**src/rtl/sb_rx_msg_queue_pkg.sv**
```systemverilog
// Sideband RX message queue: opcode/msgcode constants, header field positions,
// FSM state type and the queued header entry.
package sb_rx_pkg;
  localparam logic [4:0]  OP_MSG_NODATA = 5'h12;
  localparam logic [4:0]  OP_MSG_DATA   = 5'h1B;
  localparam logic [7:0]  RDI_REQ       = 8'h01;
  localparam logic [7:0]  RDI_RSP       = 8'h02;

  localparam int OPCODE_LSB  = 0;
  localparam int OPCODE_MSB  = 4;
  localparam int MSGCODE_LSB = 14;
  localparam int MSGCODE_MSB = 21;
  localparam int SUBCODE_LSB = 32;
  localparam int SUBCODE_MSB = 39;
  localparam int MSGINFO_LSB = 40;
  localparam int MSGINFO_MSB = 55;
  localparam int DP_BIT      = 62;
  localparam int CP_BIT      = 63;

  localparam logic [63:0] START_PATTERN = 64'hAAAA_AAAA_AAAA_AAAA;

  typedef enum logic [1:0] {IDLE, WAIT_DATA, PUSH} rx_state_e;

  // Header part of a FIFO entry; the PAYLOAD_W payload is appended below it.
  typedef struct packed {
    logic        is_rdi;
    logic        has_data;
    logic [7:0]  code;
    logic [7:0]  sub_code;
    logic [15:0] info;
  } msg_entry_t;

  // Even parity over the header body, carried in CP.
  function automatic logic hdr_parity_ok(input logic [63:0] w);
    return (^w[CP_BIT-2:0]) == w[CP_BIT];
  endfunction
endpackage

```
**src/rtl/sb_rx_msg_queue_if.sv**
```systemverilog
// Deserializer-in / message-out bundle of the sideband RX queue.
interface sb_rx_msg_queue_if #(parameter int DEPTH = 4, parameter int PAYLOAD_W = 16);
  localparam int CNT_W = $clog2(DEPTH) + 1;

  logic                 i_enable;
  logic                 i_de_ser_done;
  logic [63:0]          i_deser_data;
  logic                 i_pop;
  logic                 i_clr_err;
  logic                 o_msg_valid;
  logic                 o_msg_is_rdi;
  logic [7:0]           o_msg_code;
  logic [7:0]           o_msg_sub_code;
  logic [15:0]          o_msg_info;
  logic                 o_msg_has_data;
  logic [PAYLOAD_W-1:0] o_msg_data;
  logic [CNT_W-1:0]     o_count;
  logic                 o_parity_error;
  logic                 o_unsupported;
  logic                 o_overflow;

  modport slave (
    input  i_enable, i_de_ser_done, i_deser_data, i_pop, i_clr_err,
    output o_msg_valid, o_msg_is_rdi, o_msg_code, o_msg_sub_code, o_msg_info,
           o_msg_has_data, o_msg_data, o_count, o_parity_error, o_unsupported, o_overflow
  );
  modport master (
    output i_enable, i_de_ser_done, i_deser_data, i_pop, i_clr_err,
    input  o_msg_valid, o_msg_is_rdi, o_msg_code, o_msg_sub_code, o_msg_info,
           o_msg_has_data, o_msg_data, o_count, o_parity_error, o_unsupported, o_overflow
  );
endinterface

```
**src/rtl/sb_rx_msg_queue_fifo.sv**
```systemverilog
// Message FIFO with wrap-bit pointers; a push into a full FIFO is accepted
// only when a pop frees the head slot in the same cycle.
module sb_rx_msg_fifo #(
  parameter int DEPTH = 4,
  parameter int W     = 8
) (
  input  logic                   i_clk,
  input  logic                   i_rst_n,
  input  logic                   i_push,
  input  logic [W-1:0]           i_wdata,
  input  logic                   i_pop,
  output logic [W-1:0]           o_rdata,
  output logic                   o_empty,
  output logic                   o_drop,
  output logic [$clog2(DEPTH):0] o_count
);
  localparam int AW = $clog2(DEPTH);

  logic [AW:0]  wr_ptr, rd_ptr;
  logic [W-1:0] mem [DEPTH];
  logic         full, do_push, do_pop;

  assign o_empty = (wr_ptr == rd_ptr);
  assign full    = (wr_ptr[AW] != rd_ptr[AW]) && (wr_ptr[AW-1:0] == rd_ptr[AW-1:0]);
  assign do_pop  = i_pop && !o_empty;
  assign do_push = i_push && (!full || do_pop);
  assign o_drop  = i_push && full && !do_pop;
  assign o_count = wr_ptr - rd_ptr;
  assign o_rdata = mem[rd_ptr[AW-1:0]];

  always_ff @(posedge i_clk or negedge i_rst_n) begin
    if (!i_rst_n) begin
      wr_ptr <= '0;
      rd_ptr <= '0;
    end else begin
      if (do_push) wr_ptr <= wr_ptr + 1'b1;
      if (do_pop)  rd_ptr <= rd_ptr + 1'b1;
    end
  end

  // Storage is not reset; the top masks head fields whenever the FIFO is empty.
  always_ff @(posedge i_clk) begin
    if (do_push) mem[wr_ptr[AW-1:0]] <= i_wdata;
  end
endmodule

```
**src/rtl/sb_rx_msg_queue.sv**
```systemverilog
// Sideband RX: decodes header/data words from the deserializer, checks parity
// and opcode, and queues complete messages for the consumer.
module sb_rx_msg_queue
  import sb_rx_pkg::*;
#(
  parameter int DEPTH     = 4,
  parameter int PAYLOAD_W = 16
) (
  input logic               i_clk,
  input logic               i_rst_n,
  sb_rx_msg_queue_if.slave  bus
);
  localparam int HW = $bits(msg_entry_t);
  localparam int EW = HW + PAYLOAD_W;

  rx_state_e            state;
  msg_entry_t           hdr_q, head;
  logic [PAYLOAD_W-1:0] data_q;
  logic                 dp_q;
  logic                 parity_error, unsupported, overflow;
  logic [EW-1:0]        rdata;
  logic                 empty, drop;
  logic [63:0]          w;
  logic                 strobe;
  logic [4:0]           op;
  msg_entry_t           hdr_dec;

  assign w      = bus.i_deser_data;
  assign strobe = bus.i_de_ser_done && bus.i_enable;
  assign op     = w[OPCODE_MSB:OPCODE_LSB];

  always_comb begin
    hdr_dec          = '0;
    hdr_dec.code     = w[MSGCODE_MSB:MSGCODE_LSB];
    hdr_dec.sub_code = w[SUBCODE_MSB:SUBCODE_LSB];
    hdr_dec.info     = w[MSGINFO_MSB:MSGINFO_LSB];
    hdr_dec.is_rdi   = (hdr_dec.code == RDI_REQ) || (hdr_dec.code == RDI_RSP);
    hdr_dec.has_data = (op == OP_MSG_DATA);
  end

  // PUSH decodes a new header exactly like IDLE, so back-to-back strobes are kept;
  // the entry being written this edge is the old hdr_q/data_q value.
  always_ff @(posedge i_clk or negedge i_rst_n) begin
    if (!i_rst_n) begin
      state        <= IDLE;
      hdr_q        <= '0;
      data_q       <= '0;
      dp_q         <= 1'b0;
      parity_error <= 1'b0;
      unsupported  <= 1'b0;
    end else begin
      parity_error <= 1'b0;
      unsupported  <= 1'b0;
      unique case (state)
        IDLE, PUSH: begin
          state <= IDLE;
          if (strobe && w != START_PATTERN) begin
            if (!hdr_parity_ok(w)) begin
              parity_error <= 1'b1;
            end else if (op == OP_MSG_NODATA) begin
              hdr_q  <= hdr_dec;
              data_q <= '0;
              state  <= PUSH;
            end else if (op == OP_MSG_DATA) begin
              hdr_q <= hdr_dec;
              dp_q  <= w[DP_BIT];
              state <= WAIT_DATA;
            end else begin
              unsupported <= 1'b1;
            end
          end
        end
        WAIT_DATA: begin
          if (!bus.i_enable) begin
            state <= IDLE;
          end else if (bus.i_de_ser_done) begin
            if ((^w) == dp_q) begin
              data_q <= w[PAYLOAD_W-1:0];
              state  <= PUSH;
            end else begin
              parity_error <= 1'b1;
              state        <= IDLE;
            end
          end
        end
        default: state <= IDLE;
      endcase
    end
  end

  // Sticky overflow; a new drop beats a simultaneous clear.
  always_ff @(posedge i_clk or negedge i_rst_n) begin
    if (!i_rst_n)           overflow <= 1'b0;
    else if (drop)          overflow <= 1'b1;
    else if (bus.i_clr_err) overflow <= 1'b0;
  end

  sb_rx_msg_fifo #(.DEPTH(DEPTH), .W(EW)) u_fifo (
    .i_clk   (i_clk),
    .i_rst_n (i_rst_n),
    .i_push  (state == PUSH),
    .i_wdata ({hdr_q, data_q}),
    .i_pop   (bus.i_pop),
    .o_rdata (rdata),
    .o_empty (empty),
    .o_drop  (drop),
    .o_count (bus.o_count)
  );

  assign head               = empty ? '0 : msg_entry_t'(rdata[EW-1:PAYLOAD_W]);
  assign bus.o_msg_valid    = !empty;
  assign bus.o_msg_is_rdi   = head.is_rdi;
  assign bus.o_msg_has_data = head.has_data;
  assign bus.o_msg_code     = head.code;
  assign bus.o_msg_sub_code = head.sub_code;
  assign bus.o_msg_info     = head.info;
  assign bus.o_msg_data     = empty ? '0 : rdata[PAYLOAD_W-1:0];
  assign bus.o_parity_error = parity_error;
  assign bus.o_unsupported  = unsupported;
  assign bus.o_overflow     = overflow;
endmodule

```
**src/flat_wrapper.sv**
```systemverilog
// flat-port wrapper written by rule: the top's interface ports become plain ports
module sb_rx_msg_queue_flat import sb_rx_pkg::*;
#(
  parameter int DEPTH     = 4,
  parameter int PAYLOAD_W = 16
)
  (i_clk, i_rst_n, bus_i_enable, bus_i_de_ser_done, bus_i_deser_data, bus_i_pop, bus_i_clr_err, bus_o_msg_valid, bus_o_msg_is_rdi, bus_o_msg_code, bus_o_msg_sub_code, bus_o_msg_info, bus_o_msg_has_data, bus_o_msg_data, bus_o_count, bus_o_parity_error, bus_o_unsupported, bus_o_overflow);
  sb_rx_msg_queue_if #(.DEPTH(DEPTH), .PAYLOAD_W(PAYLOAD_W)) bus_i ();
  input logic i_clk;
  input logic i_rst_n;
  input wire logic [$bits(bus_i.i_enable)-1:0] bus_i_enable;
  input wire logic [$bits(bus_i.i_de_ser_done)-1:0] bus_i_de_ser_done;
  input wire logic [$bits(bus_i.i_deser_data)-1:0] bus_i_deser_data;
  input wire logic [$bits(bus_i.i_pop)-1:0] bus_i_pop;
  input wire logic [$bits(bus_i.i_clr_err)-1:0] bus_i_clr_err;
  output wire logic [$bits(bus_i.o_msg_valid)-1:0] bus_o_msg_valid;
  output wire logic [$bits(bus_i.o_msg_is_rdi)-1:0] bus_o_msg_is_rdi;
  output wire logic [$bits(bus_i.o_msg_code)-1:0] bus_o_msg_code;
  output wire logic [$bits(bus_i.o_msg_sub_code)-1:0] bus_o_msg_sub_code;
  output wire logic [$bits(bus_i.o_msg_info)-1:0] bus_o_msg_info;
  output wire logic [$bits(bus_i.o_msg_has_data)-1:0] bus_o_msg_has_data;
  output wire logic [$bits(bus_i.o_msg_data)-1:0] bus_o_msg_data;
  output wire logic [$bits(bus_i.o_count)-1:0] bus_o_count;
  output wire logic [$bits(bus_i.o_parity_error)-1:0] bus_o_parity_error;
  output wire logic [$bits(bus_i.o_unsupported)-1:0] bus_o_unsupported;
  output wire logic [$bits(bus_i.o_overflow)-1:0] bus_o_overflow;
  assign bus_i.i_enable = bus_i_enable;
  assign bus_i.i_de_ser_done = bus_i_de_ser_done;
  assign bus_i.i_deser_data = bus_i_deser_data;
  assign bus_i.i_pop = bus_i_pop;
  assign bus_i.i_clr_err = bus_i_clr_err;
  assign bus_o_msg_valid = bus_i.o_msg_valid;
  assign bus_o_msg_is_rdi = bus_i.o_msg_is_rdi;
  assign bus_o_msg_code = bus_i.o_msg_code;
  assign bus_o_msg_sub_code = bus_i.o_msg_sub_code;
  assign bus_o_msg_info = bus_i.o_msg_info;
  assign bus_o_msg_has_data = bus_i.o_msg_has_data;
  assign bus_o_msg_data = bus_i.o_msg_data;
  assign bus_o_count = bus_i.o_count;
  assign bus_o_parity_error = bus_i.o_parity_error;
  assign bus_o_unsupported = bus_i.o_unsupported;
  assign bus_o_overflow = bus_i.o_overflow;
  sb_rx_msg_queue #(.DEPTH(DEPTH), .PAYLOAD_W(PAYLOAD_W)) u_core (.i_clk(i_clk), .i_rst_n(i_rst_n), .bus(bus_i));
endmodule
```
**config.mk**
```make
export PLATFORM = sky130hd
export DESIGN_NAME = sb_rx_msg_queue_flat
export DESIGN_NICKNAME = d
export VERILOG_FILES = /design/src/rtl/sb_rx_msg_queue_pkg.sv /design/src/rtl/sb_rx_msg_queue_if.sv /design/src/rtl/sb_rx_msg_queue_fifo.sv /design/src/rtl/sb_rx_msg_queue.sv /design/src/flat_wrapper.sv
export SDC_FILE = /design/constraint.sdc
export NUM_CORES = 1
export LEC_CHECK = 0
export CAP_MARGIN = 20
export CELL_PAD_IN_SITES_DETAIL_PLACEMENT = 1
export CELL_PAD_IN_SITES_GLOBAL_PLACEMENT = 1
export CORE_AREA = 2 2 176 143
export DETAILED_ROUTE_END_ITERATION = 12
export DIE_AREA = 0 0 178 145
export PLACE_DENSITY = 0.82
export SLEW_MARGIN = 20
export SYNTH_ARGS = -nofsm -noshare
export SYNTH_HDL_FRONTEND = slang
export SYNTH_HIERARCHICAL = 1
export SYNTH_SLANG_ARGS = --single-unit
```
**constraint.sdc**
```tcl
create_clock -name i_clk -period 4.35 [get_ports i_clk]
set_input_delay 0.6525 -clock i_clk [delete_from_list [all_inputs] [get_ports i_clk]]
set_output_delay 0.6525 -clock i_clk [all_outputs]
set_load 0.01 [all_outputs]
```
# [Yosys cells after proc, flatten, opt, wreduce, memory -nomap -nowiden]
# Memory sizes are Yosys's and may differ from the RTL's.
# Cells that the tools add are included.
[totals] regBits=62 ramBits=200 input_bits=70 output_inout_bits=57 word_cells=93 memories=1
[mem_list] memory="u_core.u_fifo.mem" depth=4 word_bits=50 read_ports=1 rd_clocked_by_memory_dff=0 write_ports=1 line="sb_rx_msg_queue_fifo.sv:20" rtl="logic [W-1:0] mem [DEPTH];"
[op_classes] addsub=3 eq_ne=19 mux=34 bitwise=1 n_reduce_logical=22
[ops] cell="2-to-1 mux 16 bit" count=7
[ops] cell="2-to-1 mux 34 bit" count=3
[ops] cell="inequality test 64 bit, second input constant" count=1
[ops] cell="parity 64 bit" count=1
[ops] cell="parity 62 bit" count=1
[ops] cell="one-hot mux 16 bit (2 select lines)" count=1
[ops] cell="2-to-1 mux 1 bit" count=15
[ops] cell="2-to-1 mux 2 bit" count=6
[ops] cell="== test 5 bit, second input constant" count=2
[ops] cell="== test 8 x 1 -> 1 bit, second input constant" count=1
[ops] cell="== test 8 x 2 -> 1 bit, second input constant" count=1
[ops] cell="inequality test 2 x 1 -> 1 bit, second input constant" count=4
[ops] cell="logical AND 1 bit" count=7
[ops] cell="AND reduction 7 bit" count=1
[ops] cell="adder 3 x 1 -> 3 bit, second input constant" count=2
[ops] cell="nonzero test 2 bit" count=3
[ops] cell="AND reduction 5 bit" count=1
[ops] cell="inequality test 2 bit, second input constant" count=2
[ops] cell="one-hot mux 2 bit (2 select lines)" count=1
[ops] cell="AND reduction 4 bit" count=1
[ops] cell="== test 3 bit" count=1
[ops] cell="logical NOT 1 bit" count=3
[ops] cell="inequality test 3 bit, second input constant" count=1
[ops] cell="subtractor 3 bit" count=1
[ops] cell="other kinds (10)" count=12

# [Longest topological paths before layout]
# Gate-level depths: netlist (run 1).
[depth] ltp_word=7 mapped_depth=10

# [Cells and area by module]
# Netlist (run 1), hierarchy kept.
[modules_own_cells] module="sb_rx_msg_fifo" instances=1 cells_per_inst=306 area_per_inst_um2=7669.9 seq_area_each_um2=6155.9
[modules_own_cells] module="sb_rx_msg_queue" instances=1 cells_per_inst=336 area_per_inst_um2=3708.6 seq_area_each_um2=1401.3

# [Worst setup path before layout (run 1)]
# No wires, ideal clock.
[synth_timing] kind="reg-to-reg" start="reg u_core.u_fifo.rd_ptr[1]" end="mem u_core/u_fifo/mem[1][0] (netlist name) (enable)" setup_ns=0.413 t_arrival_ns=2.745 t_required_ns=3.937 path_slack_ns=1.192 stages_incl_launch_ff=8 path_buffers=2 period_less_slack_ns=3.158 cell_sequence="dfrtp_1 > buf_2 > clkbuf_1 > inv_1 > ha_1 > and3b_1 > nand2_1 > and3_1"
[synth_between] elab_chain_len=7 elab_cells_between_ends=10
[synth_lines] item="start: declaration" line="sb_rx_msg_queue_fifo.sv:19" rtl="logic [AW:0] wr_ptr, rd_ptr;"
[synth_lines] item="start signal: assignment" line="sb_rx_msg_queue_fifo.sv:37" rtl="if (do_pop) rd_ptr <= rd_ptr + 1'b1;"
[synth_lines] item="== test 3 bit or == test 2 bit (tied branches)" line="sb_rx_msg_queue_fifo.sv:23, sb_rx_msg_queue_fifo.sv:24"
[synth_lines] item="logical NOT 1 bit or logical AND 1 bit (tied branches)" line="sb_rx_msg_queue_fifo.sv:25, sb_rx_msg_queue_fifo.sv:24"
[synth_lines] item="logical AND 1 bit or logical NOT 1 bit (tied branches)" line="sb_rx_msg_queue_fifo.sv:25, sb_rx_msg_queue_fifo.sv:26"
[synth_lines] item="logical OR 1 bit *" line="sb_rx_msg_queue_fifo.sv:26" rtl="assign do_push = i_push && (!full || do_pop);"
[synth_lines] item="logical AND 1 bit *" line="sb_rx_msg_queue_fifo.sv:26"
[synth_lines] item="2-to-1 mux 1 bit *" line="sb_rx_msg_queue_fifo.sv:43" rtl="if (do_push) mem[wr_ptr[AW-1:0]] <= i_wdata;"
[synth_lines] item="2-to-1 mux 1 bit (implied by the code) *" line="sb_rx_msg_queue_fifo.sv:43"
[synth_lines] item="end: declaration" line="sb_rx_msg_queue_fifo.sv:20"
# Mark *: on every way between the ends. The rest lies on a longest branch, timed or not.

# [Final worst setup path (run 1)]
[layout_timing] start="reg u_core.u_fifo.rd_ptr[0]" end="out bus_o_msg_code[0]"
[layout_between] elab_chain_len=2 elab_cells_between_ends=3
[layout_lines] item="== test 3 bit" line="sb_rx_msg_queue_fifo.sv:23" rtl="assign o_empty = (wr_ptr == rd_ptr);"
[layout_lines] item="named net u_core.empty" line="sb_rx_msg_queue.sv:22" rtl="logic empty, drop;"
[layout_lines] item="2-to-1 mux 34 bit" line="sb_rx_msg_queue.sv:110" rtl="assign head = empty ? '0 : msg_entry_t'(rdata[EW-1:PAYLOAD_W]);"
[layout_lines] item="end: declaration" line="flat_wrapper.sv:18" rtl="output wire logic [$bits(bus_i.o_msg_code)-1:0] bus_o_msg_code;"
# The timed path passes the listed nets, and every way through them passes these cells.

==> results.sh, run 1 <==
export IMPL_clk_pin_slew_ns=0.06
export IMPL_p_leak_nw=5.393
export IMPL_synth_main_ff_cell="edfxtp_1"
export IMPL_drtIter0Drc=512
export IMPL_fmax_mhz=258.2
export IMPL_fin_util_pct=58.05
export IMPL_worstPathMaxFanout=37
export IMPL_worstReg2RegEnd="u_core/u_fifo/mem[2][21]$_DFFE_PP_"
export IMPL_cp_startpoint="u_core/u_fifo/rd_ptr[0]$_DFFE_PN0P_"
export IMPL_ir_drop_mv=0.3460
export IMPL_finalCritPeriodShare_pct=89.05
export IMPL_power_density_nw_per_um2=590.4
export IMPL_relSlewSlack_pct=44.41
export IMPL_stdcell_count=1122
export IMPL_yosysUniqueCellTypes=50
export IMPL_portBuffers=126
export IMPL_hold_viol_final=0
export IMPL_fp_dieArea_um2=25810
export IMPL_ys_ff_latch=262
export IMPL_crit_type="flip-flop to output port"
export IMPL_pin_count=127
export IMPL_synth_top_cell_area_share_pct=52.78
export IMPL_yosysMostFrequentCell="edfxtp_1"
export IMPL_worst_pin_slew_ns=0.8338
export IMPL_yosys_area_top_type="edfxtp_1"
export IMPL_syn_inst=642
export IMPL_core_area_um2=24060
export IMPL_die_h_um=145
export IMPL_clk_latency_ns=0.52
export IMPL_synth_nets=758
export IMPL_drt_pass1_iter_count=5
export IMPL_postCtsHoldBufs=0
export IMPL_cts_tree="yes"
export IMPL_holdWs_ns=0.2067
export IMPL_ant_nets=0
export IMPL_r2r_worst_path_cells=5
export IMPL_critPathCaptureType="output port"
export IMPL_grt_usage_pct=22.35
export IMPL_required_ns=3.70
export IMPL_nFillCells=2158
export IMPL_ys_top_cells_by_count="edfxtp_1, dfrtp_1, nor2b_1"
export IMPL_synth_edff_count=200
export IMPL_clock_skew_ns=0.009430
export IMPL_final_seq_area_um2=7562
export IMPL_rrSetupSlack_ns=1.68
export IMPL_fin_crit_ns=3.873
export IMPL_dp_hpwl_um=17890
export IMPL_cts_max_path_buffers=3
export IMPL_antenna_found_initial=0
export IMPL_drc=0
export IMPL_cts_made_buffers=27
export IMPL_async_flop_share_pct=23.66
export IMPL_fin_tns_setup_ns=0
export IMPL_slew_violations=0
export IMPL_yosysWarnings=6
export IMPL_synthTopCellsByArea="edfxtp_1, dfrtp_1, mux4_2"
export IMPL_initial_utilization_pct=47.30
export IMPL_postCtsSetupBuffers=0
export IMPL_via_count=6253
export IMPL_syn_to_final_growth_pct=22.73
export IMPL_status="finished, final reports clean"
export IMPL_grt_max_degree=53
export IMPL_ys_seq_area_share_pct=66.42
export IMPL_grt_pass1_vias=7026
export IMPL_rsz0062_at_grt="false"
export IMPL_die_x_um=178
export IMPL_multi_input_area_um2=3511
export IMPL_layout_drive_gt1_share_pct=19.15
export IMPL_rr_startpoint="u_core/u_fifo/rd_ptr[0]$_DFFE_PN0P_"
export IMPL_arrival_ns=3.22
export IMPL_dp_cells=1073
export IMPL_p_total_mw=8.245
export IMPL_std_cell_rows=51
export IMPL_gr_total_overflow=0
export IMPL_startpoint_type="flip-flop"
export IMPL_synth_area_per_cell_um2=17.72
export IMPL_setup_viol_count_final=0
export IMPL_syn_area_um2=11380
export IMPL_hold_class="primary input to async pin"
export IMPL_wl_um=27750
export IMPL_gp_congestion=0.8197
export IMPL_cts_root_buffer="clkbuf_16"
export IMPL_wl_per_cell_um=24.73
export IMPL_cts_htree_levels=1
export IMPL_max_cap_violations=0
export IMPL_num_antenna_cells=0
export IMPL_setup_worst_path_end="bus_o_msg_code[0]"
export IMPL_grt_pass1_wl_um=43400
export IMPL_via_per_inst=5.573
export IMPL_cts_sinks=262
export IMPL_nNetsFinal=900
export IMPL_ctsResizeCount=0
[registers in the layout, summed over array words and instances, names as in the netlist]
register                   cells
u_core/bus.o_overflow          1
u_core/bus.o_parity_error      1
u_core/bus.o_unsupported       1
u_core/data_q                 16
u_core/dp_q                    1
u_core/hdr_q                  34
u_core/state                   2
u_core/u_fifo/mem            200
u_core/u_fifo/rd_ptr           3
u_core/u_fifo/wr_ptr           3
[placed cells by master, fill, tap and decap left out, types with 8 or more instances in the layout]
master	n
buf_4	9
clkbuf_1	10
clkbuf_16	27
clkdlybuf4s50_1	125
dfrtp_1	60
edfxtp_1	200
ha_1	45
inv_1	47
mux2_4	29
mux4_2	50
nand2_1	11
nand4_1	8
nor2b_1	53
o21ai_0	16
o41ai_1	10
xnor2_1	25
[cell families after synthesis]
family	after synthesis	synth area share, %
simple gates	94	5.003
buf+inv	75	2.925
flops	262	66.42
compound gates	45	2.870
fa+ha+maj	46	5.124
xor+xnor	33	3.167
mux	87	14.49
[power breakdown]
part           total, mW  switching, mW  internal [mW]
Sequential          3.21          0.241           2.97
Clock               2.32          0.933           1.38
Combinational       2.72           1.18           1.54
Total               8.24           2.35           5.89
[worst min path at each step]
stage / from / end / slack [ns]
after floorplan: i_rst_n / u_core/bus.o_overflow$_DFFE_PN0P_ / 0.36
after global placement: u_core/bus.o_overflow$_DFFE_PN0P_ / u_core/bus.o_overflow$_DFFE_PN0P_ / 0.47
after detailed placement: u_core/bus.o_overflow$_DFFE_PN0P_ / u_core/bus.o_overflow$_DFFE_PN0P_ / 0.48
after CTS: i_rst_n / u_core/data_q[2]$_DFFE_PN0P_ / 0.23
after global routing: i_rst_n / u_core/data_q[2]$_DFFE_PN0P_ / 0.26
final: i_rst_n / u_core/data_q[2]$_DFFE_PN0P_ / 0.21
[metal layers]
metal  GRT usage [%]  vias up  part of all wire [%]
li1                -     2724                     -
met1           32.43     3310                    44
met2           36.45      184                    49
met3           2.909       35                   4.6
met4           4.590        0                   1.9
met5               0        -                     0
[worst max-delay path, stage by stage, from the launching register on]
cell and delay [ns]:
dfrtp_4 0.64, ha_1 0.41, nand2_1 0.19, nor2_4 0.50, buf_12 0.31, nor2b_1 0.13, clkdlybuf4s50_1 0.50
[metrics by stage]
stage / cell area (um^2) / setup slack [ns]
2_1_floorplan: 11380 / 1.192
3_3_place_gp: 13090 / 0.4574
3_5_place_dp: 13090 / 0.2848
4_1_cts: 13960 / 0.3971
5_1_grt: 13960 / 0.2823
6_report: 13960 / 0.4765
[layout make-up]
type | instances | share of cell area, %
sequential | 262 | 54.15
clock inverter | 12 | 1.147
timing repair buffer | 141 | 10.34
inverter | 47 | 1.263
clock buffer | 37 | 5.107
multi-input combinational | 305 | 25.14
tap | 318 | 2.849
Note: power is estimated with default switching activity, not from simulation.
==> run 2, diff against run 1 <==
Settings changed: ABC_CLOCK_PERIOD_IN_PS set to 4350.
==> results of run 2 <==
Final layout, timing and power as in run 1 (identical DEF).
==> run 3, diff against run 2 <==
==> constraint.sdc (replaced) <==
create_clock -name i_clk -period 4.35 [get_ports i_clk]
set_input_delay 0.87 -clock i_clk [delete_from_list [all_inputs] [get_ports i_clk]]
set_output_delay 0.87 -clock i_clk [all_outputs]
set_load 0.01 [all_outputs]
==> run 3 against run 2 <==
Net effect: worst hold slack improved by 0.28 ns; sequential share of layout area is 0.11 points higher; first-iteration DRC count down 8.0%; cell area decreased by 0.21%; die area unchanged; clock power shrank 3%; global-route usage rose by 0.29 points; clock-buffer cell count down 2; non-clock buffer count is 2 higher; critical endpoint is now bus_o_msg_data[8]; critical path type unchanged; core utilization down 0.12 points; cell count barely moved.
==> results.sh, run 3 (same netlist as run 1, synthesis figures left out) <==
export IMPL_clk_latency_ns=0.53
export IMPL_worstPathMaxFanout=16
export IMPL_setup_ws_ns=0.4865
export IMPL_cts_made_buffers=27
export IMPL_startpoint_type="flip-flop"
export IMPL_p_leak_nw=5.390
export IMPL_dp_hpwl_um=18130
export IMPL_syn_to_final_growth_pct=22.48
export IMPL_nNetsFinal=902
export IMPL_status="finished, final reports clean"
export IMPL_crit_type="flip-flop to output port"
export IMPL_final_cell_mix="edfxtp_1, clkdlybuf4s50_1, dfrtp_1"
export IMPL_hold_viol_final=0
export IMPL_setup_viol_count_final=0
export IMPL_cpMaxStageDelayCell="dfrtp_4"
export IMPL_power_density_nw_per_um2=588.1
export IMPL_gr_total_overflow=0
export IMPL_drc=0
export IMPL_clk_pin_slew_ns=0.06
export IMPL_via_per_inst=5.539
export IMPL_postCtsSetupBuffers=0
export IMPL_fin_util_pct=57.93
export IMPL_cts_root_buffer="clkbuf_16"
export IMPL_worst_pin_slew_ns=1.003
export IMPL_rsz0062_at_grt="false"
export IMPL_cts_sinks=262
export IMPL_grt_max_degree=53
export IMPL_mostFrequentLayoutCell="edfxtp_1"
export IMPL_num_antenna_cells=0
export IMPL_die_h_um=145
export IMPL_drtIter0Drc=471
export IMPL_ir_drop_mv=0.2928
export IMPL_drt_pass1_iter_count=4
export IMPL_cts_htree_levels=1
export IMPL_fin_tns_setup_ns=0
export IMPL_largest_reg_flops=200
export IMPL_layout_drive_gt1_share_pct=19.38
export IMPL_hold_class="flip-flop to flip-flop"
export IMPL_die_x_um=178
export IMPL_postCtsHoldBufs=0
export IMPL_post_place_ws_ns=0.2252
export IMPL_portBuffers=126
export IMPL_ant_nets=0
export IMPL_cpPeakStageDelay_ns=0.61
export IMPL_gp_congestion=0.8127
export IMPL_cts_max_path_buffers=3
export IMPL_wl_um=28300
export IMPL_fmax_mhz=258.8
export IMPL_finalCritPeriodShare_pct=88.82
export IMPL_via_count=6220
export IMPL_fp_dieArea_um2=25810
export IMPL_slew_violations=0
export IMPL_grt_usage_pct=22.64
export IMPL_core_area_um2=24060
export IMPL_max_cap_violations=0
export IMPL_cts_tree="yes"
export IMPL_ctsResizeCount=0
export IMPL_clock_skew_ns=0.01111
export IMPL_grt_pass1_vias=7007
export IMPL_stdcell_area_um2=13940
export IMPL_arrival_ns=2.99
export IMPL_critPathCaptureType="output port"
export IMPL_wl_per_cell_um=25.20
export IMPL_holdWs_ns=0.4818
export IMPL_relSlewSlack_pct=33.10
export IMPL_grt_pass1_wl_um=43790
export IMPL_fin_crit_ns=3.863
export IMPL_required_ns=3.48
export IMPL_rrSetupSlack_ns=1.75
export IMPL_crit_chain="ha_1 -> nand2_1 -> nor2_4 -> buf_4 -> nor2b_1 -> clkdlybuf4s50_1"
export IMPL_antenna_found_initial=0
export IMPL_initial_utilization_pct=47.30
export IMPL_dpl_cell_area_um2=13090
export IMPL_std_cell_rows=51
export IMPL_pin_count=127
-- run 3: worst paths after layout --
path | from | to | cells after the start
max | u_core/u_fifo/rd_ptr[0]$_DFFE_PN0P_ | bus_o_msg_data[8] | 6
min | u_core/bus.o_overflow$_DFFE_PN0P_ | u_core/bus.o_overflow$_DFFE_PN0P_ | 1
max reg2reg | u_core/u_fifo/rd_ptr[0]$_DFFE_PN0P_ | u_core/u_fifo/mem[0][18]$_DFFE_PP_ | 5
min reg2reg | u_core/bus.o_overflow$_DFFE_PN0P_ | u_core/bus.o_overflow$_DFFE_PN0P_ | 1
max in group asynchronous | i_rst_n | u_core/hdr_q[20]$_DFFE_PN0P_ | 2
min in group asynchronous | i_rst_n | u_core/data_q[2]$_DFFE_PN0P_ | 1
-- run 3: per-layer routing --
layer  routed length [um]  GRT usage, %
met2                13890         37.00
met5                    0             0
met1                12250         31.57
met3                 1362         3.564
met4                  798         6.516
-- run 3: metrics by stage --
stage / power [mW] / std cells
6_report: 8.196 / 1123
4_1_cts: 8.281 / 1123
5_1_grt: 8.544 / 1123
3_5_place_dp: 5.992 / 1075
3_3_place_gp: 5.872 / 1075
2_1_floorplan: 4.817 / 642
-- run 3: where the power goes --
part	switching (mW)	internal [mW]	total [mW]
Clock	0.934	1.31	2.25
Combinational	1.19	1.55	2.74
Sequential	0.239	2.97	3.21
Total	2.36	5.84	8.20
-- run 3: layout make-up --
class	count	area, um^2
sequential	262	7562
multi-input combinational	305	3511
clock inverter	13	136.4
timing repair buffer	143	1446
inverter	47	176.4
clock buffer	35	705.7
fill	2152	10120
tap	318	397.9
-- run 3: critical path: cells and delay by family (launching register included) --
kind / cells / cell delay [ns]
fa+ha+maj: 1 / 0.38
simple gates: 3 / 0.64
buf+inv: 2 / 0.82
flops: 1 / 0.61
